$ cat src/rtl/i2c_reg_target.sv
`default_nettype none
// ============================================================================
// Module   : i2c_reg_target
// Purpose  : I2C target with a 7-bit device address and a 16-bit register
//            pointer. Received data bytes become one-clk write strobes.
//            Read bytes come from a register-file port. The pointer
//            auto-increments after every data byte.
// Revision : 1.0 - initial release
// ============================================================================
module i2c_reg_target #(
  parameter logic [6:0] DEV_ID = 7'h35
) (
  input  logic        clk,
  input  logic        reset,
  input  logic        scl_i,
  input  logic        sda_i,
  output logic        sda_oe,
  output logic        wr_valid,
  output logic [15:0] wr_addr,
  output logic [7:0]  wr_data,
  output logic [15:0] rd_addr,
  input  logic [7:0]  rd_data,
  output logic        busy
);

  localparam logic [3:0] ST_IDLE     = 4'd0;
  localparam logic [3:0] ST_DEV_ADDR = 4'd1;
  localparam logic [3:0] ST_ACK_DEV  = 4'd2;
  localparam logic [3:0] ST_PTR_HI   = 4'd3;
  localparam logic [3:0] ST_ACK_HI   = 4'd4;
  localparam logic [3:0] ST_PTR_LO   = 4'd5;
  localparam logic [3:0] ST_ACK_LO   = 4'd6;
  localparam logic [3:0] ST_WDATA    = 4'd7;
  localparam logic [3:0] ST_ACK_W    = 4'd8;
  localparam logic [3:0] ST_RDATA    = 4'd9;
  localparam logic [3:0] ST_ACK_R    = 4'd10;
  localparam logic [3:0] ST_IGNORE   = 4'd11;

  // Pin synchronizers plus one history stage each for edge detection
  logic scl_s1_q, scl_s1_d, scl_s2_q, scl_s2_d, scl_h_q, scl_h_d;
  logic sda_s1_q, sda_s1_d, sda_s2_q, sda_s2_d, sda_h_q, sda_h_d;
  // Registered bus events; the FSM acts on these
  logic start_q, start_d, stop_q, stop_d;
  logic rise_q, rise_d, fall_q, fall_d, bit_q, bit_d;
  // Protocol state
  logic [3:0]  state_q, state_d;
  logic [3:0]  cnt_q, cnt_d;
  logic [7:0]  sr_q, sr_d;
  logic [6:0]  tx_q, tx_d;
  logic [15:0] ptr_q, ptr_d;
  logic        rw_q, rw_d;
  logic        nack_q, nack_d;
  // Registered outputs
  logic        sda_oe_q, sda_oe_d;
  logic        wr_valid_q, wr_valid_d;
  logic [15:0] wr_addr_q, wr_addr_d;
  logic [7:0]  wr_data_q, wr_data_d;

  logic wr_byte_done;
  logic scl_rise, scl_fall, sda_rise, sda_fall, scl_edge;

  // Synchronizer shifting and START/STOP/SCL-edge decoding
  always_comb begin
    scl_s1_d = scl_i;
    scl_s2_d = scl_s1_q;
    scl_h_d  = scl_s2_q;
    sda_s1_d = sda_i;
    sda_s2_d = sda_s1_q;
    sda_h_d  = sda_s2_q;
    scl_rise = scl_s2_q & ~scl_h_q;
    scl_fall = ~scl_s2_q & scl_h_q;
    sda_rise = sda_s2_q & ~sda_h_q;
    sda_fall = ~sda_s2_q & sda_h_q;
    scl_edge = scl_rise | scl_fall;
    // A simultaneous SCL edge means the SDA change is data, not a condition
    start_d  = sda_fall & scl_s2_q & ~scl_edge;
    stop_d   = sda_rise & scl_s2_q & ~scl_edge;
    rise_d   = scl_rise;
    fall_d   = scl_fall;
    bit_d    = sda_s2_q;
  end

  assign wr_byte_done = ~start_q & ~stop_q & rise_q &
                        (state_q == ST_WDATA) & (cnt_q == 4'd7);

  // State register: every flop of the block
  always_ff @(posedge clk) begin
    if (reset) begin
      scl_s1_q   <= 1'b1;
      scl_s2_q   <= 1'b1;
      scl_h_q    <= 1'b1;
      sda_s1_q   <= 1'b1;
      sda_s2_q   <= 1'b1;
      sda_h_q    <= 1'b1;
      start_q    <= 1'b0;
      stop_q     <= 1'b0;
      rise_q     <= 1'b0;
      fall_q     <= 1'b0;
      bit_q      <= 1'b1;
      state_q    <= ST_IDLE;
      cnt_q      <= 4'd0;
      sr_q       <= 8'd0;
      tx_q       <= 7'd0;
      ptr_q      <= 16'd0;
      rw_q       <= 1'b0;
      nack_q     <= 1'b0;
      sda_oe_q   <= 1'b0;
      wr_valid_q <= 1'b0;
      wr_addr_q  <= 16'd0;
      wr_data_q  <= 8'd0;
    end else begin
      scl_s1_q   <= scl_s1_d;
      scl_s2_q   <= scl_s2_d;
      scl_h_q    <= scl_h_d;
      sda_s1_q   <= sda_s1_d;
      sda_s2_q   <= sda_s2_d;
      sda_h_q    <= sda_h_d;
      start_q    <= start_d;
      stop_q     <= stop_d;
      rise_q     <= rise_d;
      fall_q     <= fall_d;
      bit_q      <= bit_d;
      state_q    <= state_d;
      cnt_q      <= cnt_d;
      sr_q       <= sr_d;
      tx_q       <= tx_d;
      ptr_q      <= ptr_d;
      rw_q       <= rw_d;
      nack_q     <= nack_d;
      sda_oe_q   <= sda_oe_d;
      wr_valid_q <= wr_valid_d;
      wr_addr_q  <= wr_addr_d;
      wr_data_q  <= wr_data_d;
    end
  end

  // Next-state logic: byte shifting, pointer updates, protocol sequencing
  always_comb begin
    state_d = state_q;
    cnt_d   = cnt_q;
    sr_d    = sr_q;
    tx_d    = tx_q;
    ptr_d   = ptr_q;
    rw_d    = rw_q;
    nack_d  = nack_q;
    if (stop_q) begin
      state_d = ST_IDLE;
      cnt_d   = 4'd0;
    end else if (start_q) begin
      state_d = ST_DEV_ADDR;
      cnt_d   = 4'd0;
    end else begin
      case (state_q)
        ST_DEV_ADDR, ST_PTR_HI, ST_PTR_LO, ST_WDATA: begin
          if (rise_q && cnt_q != 4'd8) begin
            sr_d  = {sr_q[6:0], bit_q};
            cnt_d = cnt_q + 4'd1;
          end
          if (wr_byte_done) begin
            ptr_d = ptr_q + 16'd1;
          end
          // The falling edge after the 8th bit opens the ACK slot
          if (fall_q && cnt_q == 4'd8) begin
            cnt_d = 4'd0;
            case (state_q)
              ST_DEV_ADDR: begin
                if (sr_q[7:1] == DEV_ID) begin
                  state_d = ST_ACK_DEV;
                  rw_d    = sr_q[0];
                end else begin
                  state_d = ST_IGNORE;
                end
              end
              ST_PTR_HI: begin
                ptr_d[15:8] = sr_q;
                state_d     = ST_ACK_HI;
              end
              ST_PTR_LO: begin
                ptr_d[7:0] = sr_q;
                state_d    = ST_ACK_LO;
              end
              default: state_d = ST_ACK_W;
            endcase
          end
        end
        ST_ACK_DEV: begin
          if (fall_q) begin
            if (rw_q) begin
              state_d = ST_RDATA;
              tx_d    = rd_data[6:0];
            end else begin
              state_d = ST_PTR_HI;
            end
          end
        end
        ST_ACK_HI: begin
          if (fall_q) state_d = ST_PTR_LO;
        end
        ST_ACK_LO, ST_ACK_W: begin
          if (fall_q) state_d = ST_WDATA;
        end
        ST_RDATA: begin
          if (rise_q && cnt_q != 4'd8) begin
            cnt_d = cnt_q + 4'd1;
          end
          if (fall_q) begin
            if (cnt_q == 4'd8) begin
              state_d = ST_ACK_R;
              cnt_d   = 4'd0;
              ptr_d   = ptr_q + 16'd1;
            end else begin
              tx_d = {tx_q[5:0], 1'b0};
            end
          end
        end
        ST_ACK_R: begin
          if (rise_q) nack_d = bit_q;
          if (fall_q) begin
            if (nack_q) begin
              state_d = ST_IGNORE;
            end else begin
              state_d = ST_RDATA;
              tx_d    = rd_data[6:0];
            end
          end
        end
        default: ;
      endcase
    end
  end

  // Output logic: SDA drive only moves on SCL falling edges, write strobe
  always_comb begin
    sda_oe_d   = sda_oe_q;
    wr_valid_d = 1'b0;
    wr_addr_d  = wr_addr_q;
    wr_data_d  = wr_data_q;
    if (start_q || stop_q) begin
      sda_oe_d = 1'b0;
    end else if (fall_q) begin
      case (state_d)
        ST_ACK_DEV, ST_ACK_HI, ST_ACK_LO, ST_ACK_W: sda_oe_d = 1'b1;
        // First bit of a byte comes straight from rd_data, later ones from tx
        ST_RDATA: sda_oe_d = (state_q == ST_RDATA) ? ~tx_q[6] : ~rd_data[7];
        default:  sda_oe_d = 1'b0;
      endcase
    end
    if (wr_byte_done) begin
      wr_valid_d = 1'b1;
      wr_addr_d  = ptr_q;
      wr_data_d  = {sr_q[6:0], bit_q};
    end
  end

  assign sda_oe   = sda_oe_q;
  assign wr_valid = wr_valid_q;
  assign wr_addr  = wr_addr_q;
  assign wr_data  = wr_data_q;
  assign rd_addr  = ptr_q;
  assign busy     = (state_q != ST_IDLE);

endmodule
`default_nettype wire

$ cat config.mk
export PLATFORM = sky130hd
export DESIGN_NAME = i2c_reg_target
export DESIGN_NICKNAME = d
export VERILOG_FILES = /design/src/rtl/i2c_reg_target.sv
export SDC_FILE = /design/constraint.sdc
export NUM_CORES = 1
export LEC_CHECK = 0
export ABC_AREA = 0
export CAP_MARGIN = 20
export CORE_MARGIN = 4
export CORE_UTILIZATION = 40
export CTS_CLUSTER_SIZE = 10
export DETAILED_ROUTE_END_ITERATION = 8
export GPL_TIMING_DRIVEN = 0
export PLACE_DENSITY = 0.67
export SLEW_MARGIN = 20
export SYNTH_ARGS = -nofsm -noshare
export SYNTH_HDL_FRONTEND = slang
export SYNTH_SLANG_ARGS = --single-unit
$ cat constraint.sdc
create_clock -name clk -period 2.3 [get_ports clk]
set_clock_uncertainty 0.15 [all_clocks]
set_input_delay 0.345 -clock clk [delete_from_list [all_inputs] [get_ports clk]]
set_output_delay 0.345 -clock clk [all_outputs]
set_load 0.01 [all_outputs]
==> reports/qor.yml <==
run_status:
  status: "complete, no violations"
setup_path:
  slowest_stage: "dfxtp_1"
  critPathCaptureType: "register"
  crit_required_ps: 2390
  cp_cell_sequence: "inv_1 -> ha_2 -> and4b_1 -> and4_1 -> buf_2 -> nor2_1 -> o21ai_1 -> a21oi_1 -> o221a_2"
  max_stage_delay_ps: 330
  critical_path_class: "register to register"
  cp_max_fo: 8
  start_kind: "register"
  arrival_ps: 2320
  r2r_slack_ps: 70
pwr:
  power.density_nw_per_um2: 541.2
  total_power_mw: 2.619
  peakVddDrop_mv: 0.3193
  p_leak_nw: 1.734
grt:
  grt_usage: 0.1943
  grt_pass1_vias: 3697
  grt_antenna_before_repair: 0
  grt_max_degree: 14
  grt_pass1_wl_mm: 17.93
  gr-total-overflow: 0
place:
  place_hpwl_mm: 8.002
  placed_area_um2: 4549
  dp.cells: 676
  gp_congestion: 0.9600
  io_buffers: 54
clock_tree:
  htreeDepth: 3
  cts_root_buf: "clkbuf_8"
  hold_buffers: 0
  clock_path_buffers: 2
  tritoncts: "yes"
  cts.clk_slew.worst_paths_ps: 90
  numCtsBuffers: 9
  clock_latency_ps: 340
  cts.sinks: 77
routing:
  via_per_inst: 5.622
  drt.antenna.violating_nets: 0
  drc: 0
  wl_per_cell_um: 15.89
  drt_iter0_markers: 282
  drt_pass1_iterations: 5
  routed_wirelength_mm: 11.06
  num_vias: 3913
timing:
  post-route-min-period_ps: 2229
  finalMaxSlewViolations: 0
  slew_headroom: 0.5766
  fmax_mhz: 448.6
  hold_viol_final: 0
  worst_pin_slew_ps: 635.1
  fin_crit_sh: 0.9692
  setup_viol: 0
layout:
  fin_area_um2: 4840
  nNetsFinal: 579
  antenna_cells: 0
  syn_to_final_growth_pct: 25.79
  stdcell_count: 696
  drive_above_1_share: 0.1111
floorplan:
  start_util: 0.4144
  die_h_um: 106.1
  coreArea_um2: 9284
  io_pins: 55
  fp.dieArea_um2: 11250
  rows: 35
  die_w_um: 106.1
worst_hold_path:
  hold_class: "register to register"
yosys:
  syn-num-nets: 510
  synth_compound_area_frac: 0.2127
  synth_flop_cell: "dfxtp_1"
  synth_common_cells: "nand2_1 (93), dfxtp_1 (77), a21oi_1 (53)"
  synthXorXnorAreaFrac: 0.006829
  syn_area_per_cell_um2: 7.804
  synth_cell_types: 68
  synth_simple_gate_area_frac: 0.2865
  synth_top_family_by_area: "simple AND/OR/NAND/NOR gates"
  async_flop_share: 0
  yosys.area_share.adder: 0.01626
  syn_area_um2: 3847
  ys_ff_latch: 77
  yosys.cell_count.top_type: "nand2_1"
  synth_top_area_frac: 0.4007
  syn_inst: 493
  yosys.area.top_type: "dfxtp_1"
  seq_area_frac_synth: 0.4007
  synth_edf_count: 0
  muxShareOfSynthArea: 0.03154
  yosys_warnings: 0
  synth_area_leaders: "dfxtp_1 (40%), nand2_1 (9.1%), a21oi_1 (6.9%)"
job:
  drv_cap: 0
[per-layer routing]
metal  GRT usage  part of all wire  vias up
met5           0                 0        -
met3     0.03339             0.086       30
met4     0.07956             0.027        0
met2      0.3001              0.44      210
li1            -                 -     1886
met1      0.2684              0.45     1787
[cell usage in the layout (no fill, tap or decap), types with 7 or more instances in the layout]
| master | netlist | final |
|---|---|---|
| clkdlybuf4s50_1 | 0 | 54 |
| mux2i_1 | 11 | 11 |
| or2_2 | 8 | 8 |
| o21ai_0 | 18 | 18 |
| inv_1 | 11 | 11 |
| dfxtp_1 | 77 | 75 |
| nor3_1 | 10 | 10 |
| nand4_1 | 7 | 7 |
| nand3_1 | 17 | 17 |
| clkbuf_1 | 15 | 13 |
| buf_2 | 11 | 10 |
| nor2_1 | 38 | 37 |
| nand2_1 | 93 | 93 |
| nor2b_1 | 9 | 9 |
| o21ai_1 | 12 | 11 |
| a21oi_1 | 53 | 52 |
| a311oi_1 | 7 | 7 |
| clkbuf_8 | 0 | 9 |
[final timing paths]
| path | startpoint | end | cells past startpoint |
|---|---|---|---|
| worst max-delay path | cnt_q[0] | rd_addr[7] | 9 |
| worst min-delay path | sda_s1_q | bit_d | 1 |
| worst max register to register | cnt_q[0] | rd_addr[7] | 9 |
| worst min register to register | sda_s1_q | bit_d | 1 |
[layout make-up]
| type | count | area [µm²] |
|---|---|---|
| fill | 933 | 4444 |
| multi-input combinational | 375 | 2181 |
| sequential | 77 | 1544 |
| timing repair buffer | 58 | 570.5 |
| tap | 129 | 161.4 |
| buffer | 30 | 150.1 |
| clock buffer | 11 | 131.4 |
| clock inverter | 5 | 60.06 |
| inverter | 11 | 41.29 |
[where the power goes]
part           switching, mW  internal [mW]  total, mW  leakage, nW
clock network          0.516          0.507       1.02       0.0939
registers             0.0181           1.35       1.37        0.623
logic                  0.131         0.0995      0.230         1.02
total                  0.665           1.95       2.62         1.73
[worst max-delay path: cells and delay by family (launching register included)]
kind	cells	cell delay, ps
AO/OA/AOI/OAI	3	460
adder cells (fa/ha/maj)	1	240
buffers and inverters	2	310
flip-flops	1	330
AND/OR/NAND/NOR	3	640
[registers in the layout (all words and copies together), names as in the netlist, 4 cells and up]
name,flops
tx_q,7
rd_addr,16
wr_data,8
state_q,4
wr_addr,16
cnt_q,4
sr_q,8
[repair_timing]
item                       in CTS  in global routing
setup endpoints to repair       2                 43
setup buffers                   0                  4
resized for setup               3                 23
pin swaps                       0                  2
[cell families after synthesis]
group           count (synthesis)
xor+xnor                        3
flops                          77
buf+inv                        41
fa+ha+maj                       5
simple gates                  223
mux                            12
compound gates                132
[metrics by stage]
step                      hold WS, ps  worst slack, ps  utilization  TNS, ps
after floorplan                 239.5            333.8            -        0
after global placement          242.2           -18.54       0.4900   -26.93
after detailed placement        247.8           -88.72       0.4900   -116.0
after CTS                       266.8           0.7194       0.5112        0
after global routing            289.6           -33.48       0.5213   -105.6
final                           265.1            70.91       0.5213        0
No activity file was read; power rests on OpenSTA's default activity.
